===== src/rtl/vc_fifo.sv =====
// ============================================================================
//  Module      : vc_fifo
//  Description : Synchronous FIFO with registered read data, occupancy count,
//                boundary/threshold flags. Optional sticky error flag is
//                built when FIFO_ERROR_EN is defined.
//  Revision    : 1.0 - initial release
// ============================================================================
`default_nettype none

module vc_fifo #(
    parameter int DATA_SIZE = 4,
    parameter int ADDR_SIZE = 2,
    parameter int AF_THRESH = 3,
    parameter int AE_THRESH = 1
) (
    input  logic                 clk,
    input  logic                 reset,
    input  logic                 push,
    input  logic [DATA_SIZE-1:0] data_in,
    input  logic                 pop,
    output logic [DATA_SIZE-1:0] data_out,
    output logic                 valid_out,
    output logic                 full,
    output logic                 empty,
    output logic                 almost_full,
    output logic                 almost_empty,
    output logic [ADDR_SIZE:0]   count
`ifdef FIFO_ERROR_EN
    ,
    output logic                 error
`endif
);

    localparam int               DEPTH   = 1 << ADDR_SIZE;
    localparam logic [ADDR_SIZE:0] c_DEPTH = {1'b1, {ADDR_SIZE{1'b0}}};
    localparam logic [ADDR_SIZE:0] c_AF    = AF_THRESH[ADDR_SIZE:0];
    localparam logic [ADDR_SIZE:0] c_AE    = AE_THRESH[ADDR_SIZE:0];

    logic [DATA_SIZE-1:0] r_mem [DEPTH];
    logic [ADDR_SIZE-1:0] r_wr_ptr;
    logic [ADDR_SIZE-1:0] r_rd_ptr;
    logic [ADDR_SIZE:0]   r_count;
    logic [DATA_SIZE-1:0] r_data_out;
    logic                 r_valid_out;
    logic                 w_pop_acc;
    logic                 w_push_acc;

    // A pop frees a slot in the same cycle, so a full FIFO can still take a push.
    assign w_pop_acc  = pop & ~empty;
    assign w_push_acc = push & (~full | w_pop_acc);

    assign full         = (r_count == c_DEPTH);
    assign empty        = (r_count == '0);
    assign almost_full  = (r_count >= c_AF);
    assign almost_empty = (r_count <= c_AE);
    assign count        = r_count;
    assign data_out     = r_data_out;
    assign valid_out    = r_valid_out;

    always_ff @(posedge clk) begin
        if (w_push_acc) begin
            r_mem[r_wr_ptr] <= data_in;
        end
    end

    always_ff @(posedge clk or posedge reset) begin
        if (reset) begin
            r_wr_ptr    <= '0;
            r_rd_ptr    <= '0;
            r_count     <= '0;
            r_data_out  <= '0;
            r_valid_out <= 1'b0;
        end else begin
            r_valid_out <= w_pop_acc;
            if (w_push_acc) begin
                r_wr_ptr <= r_wr_ptr + ADDR_SIZE'(1);
            end
            if (w_pop_acc) begin
                r_rd_ptr   <= r_rd_ptr + ADDR_SIZE'(1);
                r_data_out <= r_mem[r_rd_ptr];
            end
            case ({w_push_acc, w_pop_acc})
                2'b10:   r_count <= r_count + (ADDR_SIZE+1)'(1);
                2'b01:   r_count <= r_count - (ADDR_SIZE+1)'(1);
                default: r_count <= r_count;
            endcase
        end
    end

`ifdef FIFO_ERROR_EN
    logic r_error;
    logic w_bad_op;

    assign w_bad_op = (push & full & ~w_pop_acc) | (pop & empty);
    assign error    = r_error;

    always_ff @(posedge clk or posedge reset) begin
        if (reset) begin
            r_error <= 1'b0;
        end else if (w_bad_op) begin
            r_error <= 1'b1;
        end
    end
`endif

endmodule

`default_nettype wire

===== config.mk =====
export PLATFORM = sky130hd
export DESIGN_NAME = vc_fifo
export DESIGN_NICKNAME = d
export VERILOG_FILES = /design/src/rtl/vc_fifo.sv
export SDC_FILE = /design/constraint.sdc
export NUM_CORES = 1
export LEC_CHECK = 0
export BUFFER_PORTS_ARGS = -buffer_cell sky130_fd_sc_hd__buf_2
export CORE_ASPECT_RATIO = 1.5
export CORE_MARGIN = 1
export CORE_UTILIZATION = 55
export DETAILED_ROUTE_END_ITERATION = 8
export GPL_TIMING_DRIVEN = 0
export MAX_ROUTING_LAYER = met4
export PLACE_DENSITY = 0.8
export SLEW_MARGIN = 25
export SYNTH_ARGS = -nofsm -noshare
export SYNTH_HDL_FRONTEND = slang
export SYNTH_SLANG_ARGS = --single-unit

===== constraint.sdc =====
create_clock -name clk -period 1.9 [get_ports clk]
set_input_delay 0.095 -clock clk [delete_from_list [all_inputs] [get_ports clk]]
set_output_delay 0.095 -clock clk [all_outputs]
set_load 0.1 [all_outputs]

==> run metrics, run 1 <==
Worst slew margin=0.6638; num ports=20; die width=41.98 um; Max Slew Vio Count=0; Period minus WS final=1780 ps; drt first pass iters=4; cells after synthesis=95; clock sink count=28; hold path start=pop; Least-Margin Pin Slew=503.7 ps; postcts setup bufs=0; Die Ht=61.97 um; port buffer count=19; worst path bufs/invs=1; Netlist cell types=24; Worst Hold Depth=3; most common flop cell mapped by yosys=edfxtp_1; Nets=141; DRT iter0 DRCs=35; initial antenna violation count=0; first-pass GRT wire length=3519 um; worst r2r src=count[1]; area of the core=2260 um^2; total CTS buffers=3; Seq. cell area=789.5 um^2; Crit path largest cell delay=530 ps; post-DP HPWL=1589 um; max cap viols=0; Synth warnings=0; CP endpoint kind=primary output; CTS root buffer=clkbuf_4; share of post-route cells with drive strength above 1=0.3902; top-area cell type share of the netlist area=0.3643; Initial Util=0.5836; Mean Syn Cell Area=13.88 um^2; die area=2602 um^2; CP arrival=1690 ps; CP dominant cell by count=ha_1; antenna cells=0; DR DRC count=0; GPL Wtd Cong=0.6907; setup violators final=0; via count=813; Mapped Nets=112; Vias/cell=5.568; biggest area consumer among synthesized cells=edfxtp_1; Worst Path Class, Setup=reg -> out; Worst R2R End=r_mem[1][1]; final non-filler cell total=146; Async SR Flop Fraction=0.4286; clk_lat worst skew=320 ps; Post-synth top cells=edfxtp_1 (16), dfrtp_1 (12), inv_1 (10); Core Rows=21; FILL cells=157; reg2reg path depth=6; htree depth=1; sequential area share after synthesis=0.5920; largest net degree at the start of global routing=17; Total GRT Usage=0.1919; area of the multi-input gates=525.5 um^2; Cell Area, Synth=1319 um^2; Final Cycle Share=0.9369; Hold Path Sink=r_rd_ptr[0]; family with the most delay on the worst path=flip-flops; Area growth, synth to finish=21.92%; vias in the first global route=746; clock slew seen by the registers of the worst setup and hold paths=140 ps; register bit total from synthesis=28; WL final=2164 um; worst clock skew=5.212 ps; outcome=finished, final reports clean; grt total ovfl=0; Reg2Reg Setup Slack=280 ps; slowest CP cell=dfrtp_4; CTS tree=yes; Final Hold Vio Count=0; Max FO, Critical Path=4; Worst setup SP type=flip-flop; Worst Path Required=1800 ps; most numerous cell in the Yosys netlist=edfxtp_1; wire per inst=14.82 um; Hold WC Path Type=in -> reg; worst path cell trace=ha_1 > ha_1 > nor2_1 > o21ai_1 > buf_2; clk buf depth=2; top post-synthesis cells by area=edfxtp_1 (36%), dfrtp_1 (23%), ha_1 (8.5%); Placed Cells=137; RSZ-0062 raised after global routing=no; Max Freq=561.8 MHz; EDFF count, synth=16; DRT antenna net count=0
-- worst reg2reg max path, stage by stage, from the launching register on --
cell,delay [ps]
dfrtp_4,480
inv_4,70
ha_4,190
nand2_4,80
clkinvlp_4,110
a21oi_4,210
and2_4,220
-- final cells by class --
cell class,instances,area share
buffer,1,0.007004
clock buffer,3,0.01401
clock inverter,1,0.01868
inverter,11,0.03113
multi-input combinational,55,0.3268
sequential,28,0.4911
tap,23,0.01790
timing repair buffer,24,0.09339
-- how the worst max path moves through the flow --
stage / cells after the start / from / endpoint / slack (ps)
6_report: 5 / count[0] / almost_full / 120
5_1_grt: 5 / count[0] / almost_full / 10
4_1_cts: 5 / count[1] / full / 50
3_5_place_dp: 6 / count[1] / r_mem[0][0] / 300
3_3_place_gp: 6 / count[1] / r_mem[0][0] / 330
2_1_floorplan: 6 / count[1] / r_mem[0][0] / -350
-- routing by layer --
layer,part of all wire,routed length [um],track usage
met1,0.41,888,0.2524
met2,0.53,1140,0.3170
met4,0.012,25,0.05530
met5,0,0,-
met3,0.051,110,0.02601
-- per-stage QoR --
stage / TNS (ps) / instance area, um^2 / worst slack (ps) / hold WS (ps) / util
final: 0 / 1608 / 119.9 / 139.5 / 0.7115
after global routing: 0 / 1608 / 11.62 / 156.2 / 0.7115
after CTS: 0 / 1603 / 47.39 / 131.3 / 0.7093
after detailed placement: 0 / 1500 / 299.4 / 138.9 / 0.6639
after global placement: 0 / 1500 / 326.7 / 119.9 / 0.6639
after floorplan: -6242 / 1376 / -347.7 / -40.33 / -
-- logic make-up (layout without fill, tap and decap cells) --
logic type / count (synthesis) / count (layout) / share of synthesized area
mux: 9 / 9 / 0.1224
flops: 28 / 28 / 0.5920
simple gates: 18 / 18 / 0.06546
compound gates: 15 / 15 / 0.06831
fa+ha+maj: 9 / 9 / 0.08539
xor+xnor: 4 / 4 / 0.02656
buf+inv: 12 / 40 / 0.03985
-- cell usage in the layout, fill, tap and decap left out, types with 3 or more instances in the layout --
master / synthesis / final
nor2_1: 6 / 5
a21oi_1: 3 / 3
and2_4: 0 / 4
o21ai_0: 7 / 6
dlygate4sd3_1: 0 / 5
clkbuf_4: 0 / 5
xnor2_1: 4 / 4
mux2_4: 4 / 4
dfrtp_1: 12 / 9
buf_2: 0 / 17
edfxtp_1: 16 / 16
inv_1: 10 / 7
ha_1: 9 / 8
mux4_2: 4 / 4
-- repair_timing --
action / in CTS / in global routing
gates resized for setup: 0 / 2
hold endpoints to repair: 28 / 0
endpoints found under the setup margin: 0 / 2
hold buffers: 5 / 0
-- flip-flops by register name, indices dropped and copies added, names as in the netlist --
name / count
r_mem: 16
data_out: 4
count: 3
r_rd_ptr: 2
r_wr_ptr: 2
valid_out: 1
Power of run 1 is left out: the tool's default activity adds up to more than one toggle a clock period on the data nets, which glitch-free logic cannot reach.
==> run 2, diff against run 1 <==
==> constraint.sdc (replaced) <==
create_clock -name clk -period 1.9 [get_ports clk]
set_input_delay 0.095 -clock clk [delete_from_list [all_inputs] [get_ports clk]]
set_output_delay 0.095 -clock clk [all_outputs]
set_load 0.05 [all_outputs]
==> run 2 against run 1 <==
Effect of this change:
- clock skew barely moved
- wire length fell by 2.1%
- global-route usage fell by 0.33 points
- flip-flop and latch count did not move
- via count fell by 1.2%
- hold slack improved by 9.4 ps
- setup slack improved by 130 ps
- critical path type unchanged
- largest cell class unchanged
==> run metrics, run 2 (synthesis results as in run 1) <==
Final Hold Vio Count=0 (unchanged); max cap viols=0 (unchanged); Initial Util=0.5836 (unchanged); num ports=20 (unchanged); Worst Setup SP=count[2] (was count[0]); grt total ovfl=0 (unchanged); Clk pwr share=0.136; WL final=2118 um (was 2164 um); Final Cycle Share=0.8659 (was 0.9369); port buffer count=19 (unchanged); Worst setup SP type=flip-flop (unchanged); Comb pwr share=0.510; Placed Instance Area=1491 um^2 (was 1500 um^2); area of the core=2260 um^2 (unchanged); die area=2602 um^2 (unchanged); clk buf depth=2 (unchanged); clk_lat worst skew=320 ps (about the same); GPL Wtd Cong=0.6733 (was 0.6907); RSZ-0062 raised after global routing=no (unchanged); post-route design area=1594 um^2 (was 1608 um^2); Total GRT Usage=0.1886 (was 0.1919); die width=41.98 um (unchanged); DR WL met3=86 um (was 110 um); metal2 WL=1135 um (was 1140 um); worst clock skew=4.829 ps (was 5.212 ps); wire per inst=14.51 um (was 14.82 um); DRT iter0 DRCs=31 (was 35); Period minus WS final=1645 ps (was 1780 ps); Worst slew margin=0.6859 (was 0.6638); Die Ht=61.97 um (unchanged); Hold WC Path Type=in -> reg (unchanged); Max Freq=607.8 MHz (was 561.8 MHz); largest net degree at the start of global routing=17 (unchanged); CP endpoint kind=primary output (unchanged); Area growth, synth to finish=20.87% (was 21.92%); DRT antenna net count=0 (unchanged); worst path cell trace=inv_1 > ha_1 > nor2_1 > o21ai_0 > buf_2 (was ha_1 > ha_1 > nor2_1 > o21ai_1 > buf_2); initial antenna violation count=0 (unchanged); family with the most delay on the worst path=flip-flops (unchanged); Core Rows=21 (unchanged); worst r2r src=count[1] (unchanged); commonest non-fill, non-tap cell in the layout=buf_2 (unchanged); sequential share of power=0.354; post-DP HPWL=1649 um (was 1589 um); worst path bufs/invs=2 (was 1); Switching Fraction=0.4259; CP arrival=1550 ps (was 1690 ps); antenna cells=0 (unchanged); Placed Cells=137 (unchanged); most frequent cells in the layout=buf_2 (19), edfxtp_1 (16), dfrtp_1 (10) (was buf_2 (17), edfxtp_1 (16), dfrtp_1 (9)); htree depth=1 (unchanged); dpl ws=305.9 ps (was 299.4 ps); Largest register FFs=16 (unchanged); Worst VDD drop=972.2 uV; Top Metal Used=met4 (unchanged); via count=803 (was 813); postcts setup bufs=0 (unchanged); slowest CP cell=dfrtp_1 (was dfrtp_4); first-pass GRT wire length=3387 um (was 3519 um); Crit path largest cell delay=530 ps (about the same); vias in the first global route=747 (was 746); Cell Pwr Density=1764 nW/um^2; Worst Path Class, Setup=reg -> out (unchanged); Max Slew Vio Count=0 (unchanged); clock sink count=28 (unchanged); outcome=finished, final reports clean (unchanged); leak pwr=0.6889 nW; Vias/cell=5.500 (was 5.568); CTS tree=yes (unchanged); setup ws final=254.8 ps (was 119.9 ps); total CTS buffers=3 (unchanged); share of post-route cells with drive strength above 1=0.3740 (was 0.3902); DR DRC count=0 (unchanged); Worst Path Required=1800 ps (about the same); Reg with most FFs=r_mem (unchanged); CTS root buffer=clkbuf_4 (unchanged); hold path start=pop (unchanged); NetSw=1.197 mW; Max FO, Critical Path=8 (was 4); setup violators final=0 (unchanged); Nets=141 (unchanged); P_int=1.614 mW; clock slew seen by the registers of the worst setup and hold paths=140 ps (about the same); drt first pass iters=4 (unchanged); final non-filler cell total=146 (unchanged); Least-Margin Pin Slew=470.6 ps (was 503.7 ps); CTS Hold Bufs=5 (unchanged); CTS-repair resized insts=0 (unchanged); M1 WL=880 um (was 888 um); total power=2.812 mW
-- run 2: routing by layer --
layer | global-route usage | up-vias
li1 | - | 391
met1 | 0.2231 | 386
met2 | 0.3259 | 24
met3 | 0.01734 | 2
met4 | 0.09677 | 0
met5 | - | -
-- run 2: power by group through the flow --
stage	logic, mW	clock network (mW)	registers, mW
detailed placement	1.44	0	1.01
global route	1.56	0.410	1.02
CTS	1.45	0.391	0.998
floorplan	0.884	0	1.26
global placement	1.39	0	0.995
finish	1.44	0.382	0.995
-- run 2: metrics by stage --
stage / hold WS [ps] / TNS [ps] / util
finish: 148.9 / 0 / 0.7054
CTS: 140.9 / 0 / 0.7054
floorplan: -40.44 / -275.7 / -
global placement: 125.9 / 0 / 0.6600
global route: 147.8 / 0 / 0.7054
detailed placement: 129.4 / 0 / 0.6600
-- run 2: final timing paths --
| path | slack (ps) | endpoint | cells past startpoint |
|---|---|---|---|
| setup / recovery | 250 | almost_full | 5 |
| hold / removal | 150 | r_rd_ptr[0] | 3 |
| setup reg to reg | 300 | r_mem[3][1] | 6 |
| hold reg to reg | 530 | data_out[2] | 1 |
| max in group asynchronous | 1240 | count[1] | 3 |
| min in group asynchronous | 310 | r_rd_ptr[0] | 3 |
-- run 2: cell type report --
cell class              count  area [um^2]
plain buffers               1        11.26
multi-input cells          55        523.0
fillers                   157        665.6
clock inverters             1        30.03
inverters                  11        50.05
repair buffers             24        145.1
well taps                  23        28.78
flip-flops and latches     28        783.3
clock buffers               3        22.52
-- run 2: worst min-delay path, delay by kind of cell --
family,cells,cell delay [ps]
buffers and inverters,1,130
AND/OR/NAND/NOR,1,130
XOR/XNOR,1,90
No activity file was read; power rests on OpenSTA's default activity.
==> run 3, diff against run 2 <==
--- a/config.mk
+++ b/config.mk
@@ -8,11 +8,11 @@
 export BUFFER_PORTS_ARGS = -buffer_cell sky130_fd_sc_hd__buf_2
 export CORE_ASPECT_RATIO = 1.5
 export CORE_MARGIN = 1
-export CORE_UTILIZATION = 55
+export CORE_UTILIZATION = 40
 export DETAILED_ROUTE_END_ITERATION = 8
 export GPL_TIMING_DRIVEN = 0
 export MAX_ROUTING_LAYER = met4
-export PLACE_DENSITY = 0.8
+export PLACE_DENSITY = 0.62
 export SLEW_MARGIN = 25
 export SYNTH_ARGS = -nofsm -noshare
 export SYNTH_HDL_FRONTEND = slang
==> run 3 against run 2 <==
Effect of this change:
- highest routed layer unchanged
- register-to-register slack barely moved
- final cell count rose by 8.9%
- fmax rose by 3.0%
- clock skew fell by 0.64 ps
- critical path type is now reg -> reg
==> run metrics, run 3 (synthesis results as in run 1) <==
Clk pwr share=0.161 (was 0.136); clock slew seen by the registers of the worst setup and hold paths=90 ps (was 140 ps); Final Cycle Share=0.8409 (was 0.8659); Crit path largest cell delay=450 ps (was 530 ps); share of post-route cells with drive strength above 1=0.3866 (was 0.3740); die width=48.88 um (was 41.98 um); clk_lat worst skew=280 ps (was 320 ps); clk buf depth=2 (unchanged); Vias/cell=4.893 (was 5.500); Switching Fraction=0.4181 (was 0.4259); grt total ovfl=0 (unchanged); Die Ht=72.33 um (was 61.97 um); Area growth, synth to finish=20.87% (unchanged); total power=2.879 mW (was 2.812 mW); RSZ-0062 raised after global routing=no (unchanged); Max Freq=625.9 MHz (was 607.8 MHz); Cell Pwr Density=1806 nW/um^2 (was 1764 nW/um^2); Period minus WS final=1598 ps (was 1645 ps); wire per inst=14.08 um (was 14.51 um); largest net degree at the start of global routing=17 (unchanged); Hold Slack=33.25 ps (was 148.9 ps); clock sink count=28 (unchanged); antenna cells=0 (unchanged); Comb pwr share=0.493 (was 0.510); Worst VDD drop=806.3 uV (was 972.2 uV); vias in the first global route=819 (was 747); worst clock skew=4.192 ps (was 4.829 ps); Largest register FFs=16 (unchanged); M1 WL=978 um (was 880 um); slowest CP cell=dfrtp_2 (was dfrtp_1); WL final=2239 um (was 2118 um); worst path cell trace=inv_4 > ha_4 > nand2_4 > clkinvlp_4 > a21oi_4 > and2_4 (was inv_1 > ha_1 > nor2_1 > o21ai_0 > buf_2); Final Util=0.5046 (was 0.7054); setup ws final=302.3 ps (was 254.8 ps); commonest non-fill, non-tap cell in the layout=buf_2 (unchanged); Top Metal Used=met4 (unchanged); Initial Util=0.4174 (was 0.5836); die area=3535 um^2 (was 2602 um^2); Least-Margin Pin Slew=505.0 ps (was 470.6 ps); Reg with most FFs=r_mem (unchanged); family with the most delay on the worst path=flip-flops (unchanged); DRT iter0 DRCs=17 (was 31); Core Rows=25 (was 21); first-pass GRT wire length=3774 um (was 3387 um); Worst slew margin=0.6629 (was 0.6859); leak pwr=0.6800 nW (was 0.6889 nW); metal2 WL=1151 um (was 1135 um); CP endpoint kind=flip-flop (was primary output); worst path bufs/invs=2 (unchanged); CP arrival=1600 ps (was 1550 ps); total CTS buffers=3 (unchanged); CTS tree=yes (unchanged); outcome=finished, final reports clean (unchanged); initial antenna violation count=0 (unchanged); Max FO, Critical Path=7 (was 8); DR WL met3=43 um (was 86 um); Hold WC Path Type=in -> reg (unchanged); area of the core=3159 um^2 (was 2260 um^2); P_int=1.675 mW (was 1.614 mW); via count=778 (was 803); max cap viols=0 (unchanged); setup violators final=0 (unchanged); port buffer count=19 (unchanged); DR DRC count=0 (unchanged); NetSw=1.204 mW (was 1.197 mW); post-DP HPWL=1654 um (was 1649 um); dpl ws=308.0 ps (was 305.9 ps); CTS root buffer=clkbuf_8 (was clkbuf_4); FILL cells=279 (was 157); Total GRT Usage=0.1538 (was 0.1886); GPL Wtd Cong=0.7451 (was 0.6733); num ports=20 (unchanged); DRT antenna net count=0 (unchanged); sequential share of power=0.346 (was 0.354); drt first pass iters=4 (unchanged); htree depth=1 (unchanged); most frequent cells in the layout=buf_2 (19), edfxtp_1 (16), dfrtp_1 (10) (unchanged); Final Hold Vio Count=0 (unchanged); Worst Path Class, Setup=reg -> reg (was reg -> out); Nets=137 (was 141); Worst Path Required=1900 ps (was 1800 ps); Max Slew Vio Count=0 (unchanged); Worst setup SP type=flip-flop (unchanged)
==> run 3: worst reg2reg max path: cells and delay by family, from the launching register on <==
kind	cells	cell delay (ps)
buffers and inverters	2	180
AND/OR/NAND/NOR	2	300
adder cells (fa/ha/maj)	1	190
flip-flops	1	450
AO/OA/AOI/OAI	1	210
==> run 3: area by class of cell <==
type / instances / area, um^2 / share of cell area
flip-flops and latches: 28 / 783.3 / 0.4914
multi-input cells: 55 / 523.0 / 0.3281
repair buffers: 20 / 105.1 / 0.06593
inverters: 11 / 50.05 / 0.03140
well taps: 40 / 50.05 / 0.03140
clock buffers: 3 / 41.29 / 0.02590
clock inverters: 1 / 30.03 / 0.01884
plain buffers: 1 / 11.26 / 0.007064
==> run 3: path summary, 6_finish.rpt <==
check                             from          end  cells after the start  slack (ps)
min in group asynchronous        reset  data_out[0]                      3         370
min                         data_in[2]  r_mem[3][2]                      1          30
max                           count[1]  r_mem[2][3]                      6         300
max in group asynchronous        reset     count[0]                      3        1160
min reg2reg                data_out[0]  data_out[0]                      1         520
max reg2reg                   count[1]  r_mem[2][3]                      6         300
==> run 3: power by group through the flow <==
| stage | clock network (mW) | registers (mW) | logic (mW) |
|---|---|---|---|
| global placement | 0 | 0.997 | 1.40 |
| finish | 0.463 | 0.996 | 1.42 |
| floorplan | 0 | 1.26 | 0.884 |
| detailed placement | 0 | 1.01 | 1.43 |
| CTS | 0.480 | 0.999 | 1.44 |
| global route | 0.499 | 1.02 | 1.55 |
==> run 3: metrics by stage <==
stage / area [um^2] / TNS (ps) / std cells
after floorplan: 1368 / -275.7 / 95
after global placement: 1513 / 0 / 154
after detailed placement: 1513 / 0 / 154
after CTS: 1594 / 0 / 159
after global routing: 1594 / 0 / 159
final: 1594 / 0 / 159
==> run 3: what timing repair did <==
action / 4_1_cts / 5_1_grt
resized for setup: 0 / 0
setup buffers: 0 / 0
endpoints found under the hold margin: 12 / 0
hold buffers: 1 / 0
==> run 3: layer usage <==
metal  up-vias  global-route usage
met5         -                   -
met3         5             0.01258
met2        14              0.2515
met1       378              0.1788
met4         0              0.1078
li1        381                   -
